[src/rtl/uart_receiver.sv]
// uart_receiver -- 8N1 serial-to-parallel UART receiver.
//
// Samples an asynchronous idle-high line (1 start bit, 8 data bits LSB
// first, 1 stop bit). Each good byte is presented on `data` with a
// one-cycle `valid` strobe; a stop bit sampled low raises a one-cycle
// `frame_err` and the receiver then waits for the line to return high.
//
// Parameters:
//   clock     system clock frequency in Hz
//   baudrate  line rate in bit/s; T = clock/baudrate must be >= 4
//
// Ports:
//   clk        in   system clock, rising edge
//   rst_n      in   asynchronous active-low reset
//   rx         in   serial line, asynchronous to clk, idle high
//   data       out  [7:0] last good byte, held until the next good frame
//   valid      out  one-cycle pulse when data has just been updated
//   frame_err  out  one-cycle pulse when the stop bit was sampled low
//   busy       out  high whenever the receiver is not idle
//
// Build option:
//   UART_RECEIVER_MAJORITY_EN  when defined, edge detection and sampling
//   use a 3-sample majority vote of the synchronised line, rejecting
//   single-cycle glitches at the cost of one extra cycle of latency.

module uart_receiver #(
  parameter int clock    = 50_000_000,
  parameter int baudrate = 9600
) (
  input  logic       clk,
  input  logic       rst_n,
  input  logic       rx,
  output logic [7:0] data,
  output logic       valid,
  output logic       frame_err,
  output logic       busy
);

  localparam int unsigned T = clock / baudrate;
  localparam int unsigned H = T / 2;
  localparam logic [31:0] T_M1 = 32'(T - 1);
  localparam logic [31:0] H_M1 = 32'(H - 1);

  typedef enum logic [2:0] {
    S_IDLE,
    S_START,
    S_DATA,
    S_STOP,
    S_BREAK
  } state_t;

  // Two-flop synchroniser; idles at 1 so reset never looks like a start bit.
  logic sync1_q, sync2_q;
  logic rxs;
  logic rx_use;

  assign rxs = sync2_q;

`ifdef UART_RECEIVER_MAJORITY_EN
  // The two previous samples plus the current rxs form the 3-bit history.
  logic [1:0] hist_q;

  function automatic logic maj3(input logic [2:0] v);
    return (v[0] & v[1]) | (v[0] & v[2]) | (v[1] & v[2]);
  endfunction

  assign rx_use = maj3({hist_q, rxs});

  always_ff @(posedge clk or negedge rst_n) begin
    if (!rst_n) begin
      hist_q <= 2'b11;
    end else begin
      hist_q <= {hist_q[0], rxs};
    end
  end
`else
  assign rx_use = rxs;
`endif

  always_ff @(posedge clk or negedge rst_n) begin
    if (!rst_n) begin
      sync1_q <= 1'b1;
      sync2_q <= 1'b1;
    end else begin
      sync1_q <= rx;
      sync2_q <= sync1_q;
    end
  end

  state_t      state_q, state_d;
  logic [31:0] wait_q, wait_d;
  logic [2:0]  bit_idx_q, bit_idx_d;
  logic [7:0]  shift_q, shift_d;
  logic [7:0]  data_q, data_d;
  logic        valid_q, valid_d;
  logic        ferr_q, ferr_d;
  logic        busy_q, busy_d;
  logic        sample;

  assign sample = (wait_q == 32'd0);

  always_comb begin
    state_d   = state_q;
    wait_d    = wait_q;
    bit_idx_d = bit_idx_q;
    shift_d   = shift_q;
    data_d    = data_q;
    valid_d   = 1'b0;
    ferr_d    = 1'b0;

    // The bit-period counter only runs while a frame is in progress.
    if (state_q == S_START || state_q == S_DATA || state_q == S_STOP) begin
      wait_d = sample ? T_M1 : (wait_q - 32'd1);
    end

    case (state_q)
      S_IDLE: begin
        if (!rx_use) begin
          state_d = S_START;
          // First sample lands mid start bit.
          wait_d  = H_M1;
        end
      end
      S_START: begin
        if (sample) begin
          if (!rx_use) begin
            state_d   = S_DATA;
            bit_idx_d = 3'd0;
          end else begin
            // Line went back high before mid-bit: treat as a glitch.
            state_d = S_IDLE;
          end
        end
      end
      S_DATA: begin
        if (sample) begin
          // LSB arrives first, so after 8 shifts it sits in bit 0.
          shift_d   = {rx_use, shift_q[7:1]};
          bit_idx_d = bit_idx_q + 3'd1;
          if (bit_idx_q == 3'd7) begin
            state_d = S_STOP;
          end
        end
      end
      S_STOP: begin
        if (sample) begin
          if (rx_use) begin
            data_d  = shift_q;
            valid_d = 1'b1;
            state_d = S_IDLE;
          end else begin
            ferr_d  = 1'b1;
            state_d = S_BREAK;
          end
        end
      end
      S_BREAK: begin
        // Hold off until the line is released so a stuck-low line is not
        // decoded as a stream of 0x00 frames.
        if (rx_use) begin
          state_d = S_IDLE;
        end
      end
      default: begin
        state_d = S_IDLE;
      end
    endcase

    busy_d = (state_d != S_IDLE);
  end

  always_ff @(posedge clk or negedge rst_n) begin
    if (!rst_n) begin
      state_q   <= S_IDLE;
      wait_q    <= 32'd0;
      bit_idx_q <= 3'd0;
      shift_q   <= 8'h00;
      data_q    <= 8'h00;
      valid_q   <= 1'b0;
      ferr_q    <= 1'b0;
      busy_q    <= 1'b0;
    end else begin
      state_q   <= state_d;
      wait_q    <= wait_d;
      bit_idx_q <= bit_idx_d;
      shift_q   <= shift_d;
      data_q    <= data_d;
      valid_q   <= valid_d;
      ferr_q    <= ferr_d;
      busy_q    <= busy_d;
    end
  end

  assign data      = data_q;
  assign valid     = valid_q;
  assign frame_err = ferr_q;
  assign busy      = busy_q;

endmodule

[config.mk]
export PLATFORM = sky130hd
export DESIGN_NAME = uart_receiver
export DESIGN_NICKNAME = d
export VERILOG_FILES = /design/src/rtl/uart_receiver.sv
export SDC_FILE = /design/constraint.sdc
export NUM_CORES = 1
export LEC_CHECK = 0
export ABC_CLOCK_PERIOD_IN_PS = 3050
export BUFFER_PORTS_ARGS = -buffer_cell sky130_fd_sc_hd__buf_2
export CAP_MARGIN = 15
export CELL_PAD_IN_SITES_DETAIL_PLACEMENT = 1
export CELL_PAD_IN_SITES_GLOBAL_PLACEMENT = 1
export CORE_MARGIN = 2
export CORE_UTILIZATION = 34
export CTS_CLUSTER_DIAMETER = 40
export DETAILED_ROUTE_END_ITERATION = 7
export PLACE_DENSITY = 0.63
export SLEW_MARGIN = 15
export SYNTH_ARGS = -nofsm -noshare
export SYNTH_HDL_FRONTEND = slang
export SYNTH_SLANG_ARGS = --single-unit
[constraint.sdc]
create_clock -name clk -period 3.05 [get_ports clk]
set_input_delay 0.305 -clock clk [delete_from_list [all_inputs] [get_ports clk]]
set_output_delay 0.305 -clock clk [all_outputs]
set_load 0.01 [all_outputs]
======== Word-level counts from Yosys, hierarchy flattened ========
Index checks and enable logic that the tools add are counted.
cells by class
  add/subtract/negate cells ............... 2
  eq/ne operators ......................... 8
  mux-type cells .......................... 23
  reduce and logical (&&, ||, !) cells .... 9
operators by type and width
  kind                   number
  $mux 32                4
  $logic_not 32->1       1
  $sub 32x1->32 const B  1
  $mux 3                 10
  $pmux 3 s5             1
  $eq 3x2->1 const B     2
  $eq 3x3->1 const B     2
  $mux 1                 6
  $ne 2x2->1 const B     3
  $pmux 3 s2             1
  $reduce_and 4->1       1
  $add 3x1->3 const B    1
  $eq 3x1->1 const B     1
  $logic_not 3->1        1
  $reduce_and 3->1       1
  $reduce_bool 3->1      1
  $logic_or 1x1->1       2
  $mux 2                 1
  $reduce_and 2->1       1
  $reduce_bool 2->1      1
word-level totals
  input bits .............................. 3
  flip-flop bits (word level) ............. 59
  logic and storage cells ................. 52

======== Logic depth before layout (Yosys ltp) ========
Gate-level depths: netlist (run 1).
  word-level depth ........................ 6
  gate-level depth with buffers ........... 8
  depth with buffers taken out ............ 7

======== Worst setup path after synthesis (run 1) ========
No wires, ideal clock.
  kind .................................... reg-to-reg
  from .................................... register wait_q[0]
  to ...................................... register shift_q[0]
  library setup time ...................... 0.125 ns
  data required time ...................... 2.925 ns
  clock period less this slack ............ 2.508 ns
  path slack .............................. 0.542 ns
  stages on the path, launching flop included .. 9
  data arrival time ....................... 2.383 ns
  path through ............................ dfrtp_1 > inv_1 > ha_1 > or3b_1 > or4_4 > nor4_4 > and2_4 > buf_12 > mux2_4
between the ends
  cells in the longest elaborated chain, start to end .. 2
RTL lines
  item                               RTL line  source
  start, declared                    91        logic [31:0] wait_q, wait_d;
  start signal, assigned             184       wait_q <= wait_d;
  $logic_not 32->1                   100       assign sample = (wait_q == 32'd0);
  $reduce_and 2->1 (no source line)  n/a
  end signal, assigned               186       shift_q <= shift_d;
  end, declared                      93        logic [7:0] shift_q, shift_d;
No other way between the ends.
A chain may end at the register's enable or synchronous reset.

======== Final worst setup path (run 1) ========
  from .................................... register wait_q[0]
  to ...................................... register shift_q[2]
The elaborated chain is that of the path after synthesis.

==> results of run 1 <==
==> worst paths after layout <==
path                                startpoint                     end  slack [ns]  cells after the start
setup / recovery           wait_q[0]$_DFF_PN0_  shift_q[2]$_DFFE_PN0P_        0.37                      7
min in group asynchronous                rst_n    wait_q[24]$_DFF_PN0_        0.12                      1
max in group asynchronous                rst_n        rx_use$_DFF_PN1_        2.15                      2
hold / removal                              rx       sync1_q$_DFF_PN1_        0.07                      1
setup reg to reg           wait_q[0]$_DFF_PN0_  shift_q[2]$_DFFE_PN0P_        0.37                      7
hold reg to reg              sync1_q$_DFF_PN1_        rx_use$_DFF_PN1_        0.36                      0
==> cells in the final DEF (no fill, tap or decap), types with 3 or more instances in the layout <==
cell       Yosys  layout
o2bb2ai_1      3       3
xnor2_1       27      27
or3_1          4       4
clkinv_2       0       3
nor4_1        18      18
nor3_1        17      17
buf_4          0       6
mux2_2         8       8
clkbuf_8       0       9
buf_2          0      13
nand2b_1       3       3
o21ai_0        3       3
nand2_1        5       5
inv_1          6       6
a21oi_1        3       3
or2_2          5       5
ha_1           3       3
mux2i_1        3       3
nor2_1        36      36
mux2_4         8       8
nand3_1        4       4
dfrtp_1       57      57
or4_1          3       3
==> stage by stage <==
step / hold slack, ns / setup slack, ns / cell area [um^2] / std cells / utilization
floorplan: 0.00941 / 0.542 / 2870 / 258 / -
global placement: 0.346 / 0.444 / 3080 / 374 / 0.375
detailed placement: 0.350 / 0.372 / 3080 / 374 / 0.375
CTS: 0.0412 / 0.366 / 3300 / 390 / 0.401
global route: 0.0430 / 0.261 / 3300 / 390 / 0.401
finish: 0.0657 / 0.375 / 3300 / 390 / 0.401
==> report_power, final <==
part	switching (mW)	internal, mW
registers	0.00164	0.785
logic	0.0166	0.00330
clock network	0.325	0.458
==> cells by family after synthesis <==
logic type / share of synthesized area
AOI/OAI and AO/OA: 0.0510
xor gates and xnor gates: 0.0885
adders and majority gates: 0.0131
buffers and inverters: 0.0253
DFF: 0.515
muxes: 0.0837
and+or+nand+nor: 0.223
==> routing by layer <==
metal  wire length, um  global-route usage  part of all wire  vias up
met3               143              0.0399             0.023        4
met1              3210               0.221              0.52     1047
li1                  -                   -                 -      966
met5                 0                   0                 0        -
met4                75              0.0607             0.012        0
met2              2760               0.224              0.45       19
==> sequential cells by signal (all words and copies together) (netlist names) <==
signal	cells
shift_q	8
rx_use	1
data	8
valid	1
busy	1
wait_q	32
frame_err	1
sync1_q	1
state_q	3
bit_idx_q	3
==> final cells by class <==
| type | count | share of cell area |
|---|---|---|
| clock buffers | 9 | 0.0376 |
| clock inverters | 7 | 0.0277 |
| inverters | 6 | 0.00683 |
| multi-input cells | 184 | 0.400 |
| flip-flops and latches | 59 | 0.449 |
| well taps | 105 | 0.0398 |
| repair buffers | 20 | 0.0395 |
==> impl_metrics.csv, run 1 <==
group,metric,value,unit
floorplanning,pin_count,14,
placement,dpl.hpwl,4.25,mm
placement,io_buffer_count,13,
cells_and_area,drive_gt1_frac,0.253,
setup_path,critPathKind,"register to register",
synth,yosysTopAreaCell,"dfrtp_1",
global_route,antenna_found_initial,0,
detailed_routing,firstDrtPassIters,4,
sta,max_freq,0.374,GHz
placement,gp_congestion,0.789,
global_route,grt_max_degree,44,
clock_tree,clockBufferDepth,2,
min_path,hold_class,"input pin to register",
detailed_routing,drc,0,
floorplanning,fp.dieArea,9190,um^2
run,maxCapViolations,0,
sta,setup_viol,0,
detailed_routing,antenna_left,0,
synth,synth_edf_count,0,
sta,finalMaxSlewViolations,0,
setup_path,cpPeakStageDelay,0.53,ns
global_route,overflow,0,
setup_path,arrival,2.90,ns
sta,hold_viol,0,
global_route,grt.total_usage,0.155,
cells_and_area,seq_area,1480,um^2
power,power,1.59,mW
sta,tightest_slew,0.957,ns
synth,ys_top_cells_by_area,"dfrtp_1 (50%), xnor2_1 (8.2%), nor2_1 (4.7%), mux2_4 (4.2%), nor4_1 (3.9%)",
sta,fin_tns_setup,0,ns
synth,synth_commonest_cells,"dfrtp_1 (57), nor2_1 (36), xnor2_1 (27), nor4_1 (18), nor3_1 (17)",
synth,synth_cell_types,47,
power,powerDensity,482,nW/um^2
synth,synth_most_common_cell,"dfrtp_1",
cells_and_area,fin_nets,286,
setup_path,crit_path_start_kind,"register",
clock_tree,clock_latency,0.34,ns
global_route,grt_pass1_vias,2137,
cells_and_area,diodes,0,
synth,synthFlopType,"dfrtp_1",
synth,syn_inst,258,
synth,async_reset_ff_frac,1.00,
clock_tree,cts_made_buffers,9,
detailed_routing,wl_per_cell,15.9,um
floorplanning,start_util,0.349,
synth,seq_area_frac_synth,0.515,
cells_and_area,multi_input_area,1320,um^2
power,vdd_drop_max,0.180,mV
setup_path,cp-end-kind,"register",
sta,relSlewSlack,0.362,
detailed_routing,vias,2036,
sta,finalClockSkew,0.0106,ns
power,leakagePower,1.50,nW
setup_path,critPathTopFamily,"simple AND/OR/NAND/NOR gates",
clock_tree,cts-root-buf,"clkbuf_8",
synth,synth_nets,264,
clock_tree,clkSinkCount,59,
synth,ys.warnings.count,0,
setup_path,worst-path-buf-inv,1,
clock_tree,cts_hold_buf,0,
clock_tree,clk_pin_slew_worst_paths,0.07,ns
global_route,grt_first_pass_wirelength,10.7,mm
sta,post-route-period-util,0.877,
detailed_routing,routed_wirelength,6.19,mm
synth,synth_seq_cells,59,
clock_tree,post_cts_buffers,0,
synth,syn_area,2870,um^2
floorplanning,num_rows,33,
synth,synth.top_cell.area_share,0.497,
detailed_routing,drt_iter0_drc,67,
clock_tree,cts_tree,"built",
floorplanning,die_h,95.9,um
setup_path,cp_slowest_cell,"or4_4",
clock_tree,h-tree-depth,3,
setup_path,crit_required,3.27,ns
synth,syn_area_per_cell,11.1,um^2
detailed_routing,vias_per_cell,5.22,
setup_path,critical_path.max_fanout,8,
floorplanning,fp.dieW,95.9,um
clock_tree,cts_repair_resize_count,0,
floorplanning,coreArea,8220,um^2
setup_path,crit_chain,"inv_1, ha_1, or3b_1, or4_4, nor4_4, and2_4, mux2_4",
status,outcome,"finished, final reports clean",
sta,finalCriticalPeriod,2.68,ns
cells_and_area,area_growth,14.9,%
sta,rsz0062_at_grt,"false",
cells_and_area,fillers,916,
(Power assumes the default switching activity.)
==> run 2, diff against run 1 <==
--- a/config.mk
+++ b/config.mk
@@ -11,10 +11,10 @@
 export CELL_PAD_IN_SITES_DETAIL_PLACEMENT = 1
 export CELL_PAD_IN_SITES_GLOBAL_PLACEMENT = 1
 export CORE_MARGIN = 2
-export CORE_UTILIZATION = 34
+export CORE_UTILIZATION = 49
 export CTS_CLUSTER_DIAMETER = 40
 export DETAILED_ROUTE_END_ITERATION = 7
-export PLACE_DENSITY = 0.63
+export PLACE_DENSITY = 0.84
 export SLEW_MARGIN = 15
 export SYNTH_ARGS = -nofsm -noshare
 export SYNTH_HDL_FRONTEND = slang
==> impl_metrics.csv, run 2 (same netlist as run 1, synthesis figures left out) <==
group,metric,value,unit
floorplanning,start_util,0.515,
setup_path,r2r_start,"wait_q[0]$_DFF_PN0_",
cells_and_area,largest_register_ffs,32,
setup_path,cp_slowest_cell,"or4_4",
sta,max_freq,0.357,GHz
floorplanning,coreArea,5570,um^2
cells_and_area,fin_nets,288,
global_route,grt_use_met2,0.384,
clock_tree,clkSinkCount,59,
detailed_routing,vias,2101,
sta,tightest_slew,0.636,ns
placement,gp_congestion,0.794,
floorplanning,fp.dieW,80.5,um
global_route,grt_util_met1,0.312,
run,maxCapViolations,0,
cells_and_area,seq_area,1480,um^2
setup_path,critPathTopFamily,"simple AND/OR/NAND/NOR gates",
cells_and_area,drive_gt1_frac,0.254,
sta,finalMaxSlewViolations,0,
clock_tree,cts_tree,"built",
min_path,hold_class,"input pin to register",
clock_tree,cts-root-buf,"clkbuf_8",
floorplanning,pin_count,14,
setup_path,arrival,3.03,ns
status,outcome,"finished, final reports clean",
power,powerDensity,449,nW/um^2
cells_and_area,area_growth,12.3,%
global_route,grt_util_met3,0.0573,
clock_tree,clk_pin_slew_worst_paths,0.07,ns
detailed_routing,drc,0,
sta,fin_tns_setup,0,ns
setup_path,worst-path-buf-inv,1,
min_path,hp-start,"rx",
clock_tree,h-tree-depth,3,
sta,worst_hold_slack,0.0558,ns
floorplanning,fp.dieArea,6490,um^2
sta,hold_viol,0,
setup_path,crit_chain,"inv_1, ha_1, or3b_1, or4_4, nor4_4, and2_4, mux2_4",
global_route,grt_first_pass_wirelength,11.5,mm
sta,finalCriticalPeriod,2.80,ns
floorplanning,die_h,80.5,um
clock_tree,cts_hold_buf,1,
clock_tree,cts_made_buffers,9,
sta,relSlewSlack,0.575,
cells_and_area,fillers,602,
setup_path,critPathKind,"register to register",
cells_and_area,final_common_cell,"dfrtp_1",
sta,finalClockSkew,0.00704,ns
cells_and_area,final_cell_mix,"dfrtp_1 (57), nor2_1 (36), xnor2_1 (27)",
cells_and_area,diodes,0,
setup_path,critical_path.max_fanout,8,
global_route,antenna_found_initial,0,
sta,post-route-period-util,0.919,
clock_tree,cts_repair_resize_count,0,
cells_and_area,multi_input_area,1320,um^2
setup_path,crit_path_start_kind,"register",
clock_tree,post_cts_buffers,0,
power,leakagePower,1.48,nW
detailed_routing,firstDrtPassIters,4,
global_route,overflow,0,
cells_and_area,top_register,"wait_q",
setup_path,cpPeakStageDelay,0.54,ns
power,vdd_drop_max,0.283,mV
placement,io_buffer_count,13,
global_route,grt_pass1_vias,2283,
detailed_routing,antenna_left,0,
clock_tree,clock_latency,0.34,ns
setup_path,crit_required,3.28,ns
sta,rsz0062_at_grt,"false",
detailed_routing,vias_per_cell,5.85,
global_route,grt.total_usage,0.238,
placement,dpl.hpwl,4.43,mm
detailed_routing,drt_iter0_drc,105,
detailed_routing,wl_per_cell,18.2,um
min_path,whs_path_depth,1,
setup_path,rr_endpoint,"shift_q[1]$_DFFE_PN0P_",
setup_path,worst-r2r-setup-slack,0.25,ns
setup_path,r2r_cells,7,
min_path,worstHoldEndpoint,"sync1_q$_DFF_PN1_",
detailed_routing,routed_wirelength,6.53,mm
clock_tree,clockBufferDepth,2,
sta,setup_viol,0,
global_route,busiest_layer,"met2",
floorplanning,num_rows,27,
setup_path,cp-end-kind,"register",
global_route,grt_max_degree,37,
==> run 2: worst max path at each step <==
stage,start,end,slack [ns],cells past startpoint
2_1_floorplan,wait_q[0]$_DFF_PN0_,shift_q[0]$_DFFE_PN0P_,0.54,8
3_3_place_gp,wait_q[0]$_DFF_PN0_,shift_q[4]$_DFFE_PN0P_,0.43,7
3_5_place_dp,wait_q[0]$_DFF_PN0_,shift_q[1]$_DFFE_PN0P_,0.30,7
4_1_cts,wait_q[0]$_DFF_PN0_,shift_q[1]$_DFFE_PN0P_,0.24,7
5_1_grt,wait_q[0]$_DFF_PN0_,shift_q[2]$_DFFE_PN0P_,0.07,7
6_report,wait_q[0]$_DFF_PN0_,shift_q[1]$_DFFE_PN0P_,0.25,7
==> run 2: through the flow <==
step / worst slack (ns) / utilization / cell area [um^2] / total power, mW / instances
floorplan: 0.542 / - / 2870 / 0.802 / 258
global placement: 0.428 / 0.545 / 3040 / 0.821 / 342
detailed placement: 0.303 / 0.545 / 3040 / 0.821 / 342
CTS: 0.240 / 0.578 / 3220 / 1.46 / 359
global route: 0.0694 / 0.578 / 3220 / 1.50 / 359
finish: 0.247 / 0.578 / 3220 / 1.45 / 359
==> run 2: layout make-up <==
class,instances,share of cell area
Timing Repair Buffer,22,0.0419
Inverter,6,0.00698
Clock inverter,6,0.0128
Multi-Input combinational cell,184,0.409
Tap cell,72,0.0279
Sequential cell,59,0.459
Clock buffer,10,0.0427
==> run 2: power by group <==
| group | internal, mW | switching (mW) |
|---|---|---|
| clock | 0.314 | 0.327 |
| sequential | 0.785 | 0.00156 |
| combinational | 0.00326 | 0.0166 |
| total | 1.10 | 0.345 |
==> run 2: layer usage <==
metal / part of all wire / wire length [um] / up-vias
li1: - / - / 981
met1: 0.46 / 2990 / 1087
met2: 0.50 / 3280 / 25
met3: 0.027 / 174 / 8
met4: 0.013 / 82 / 0
met5: 0 / 0 / -
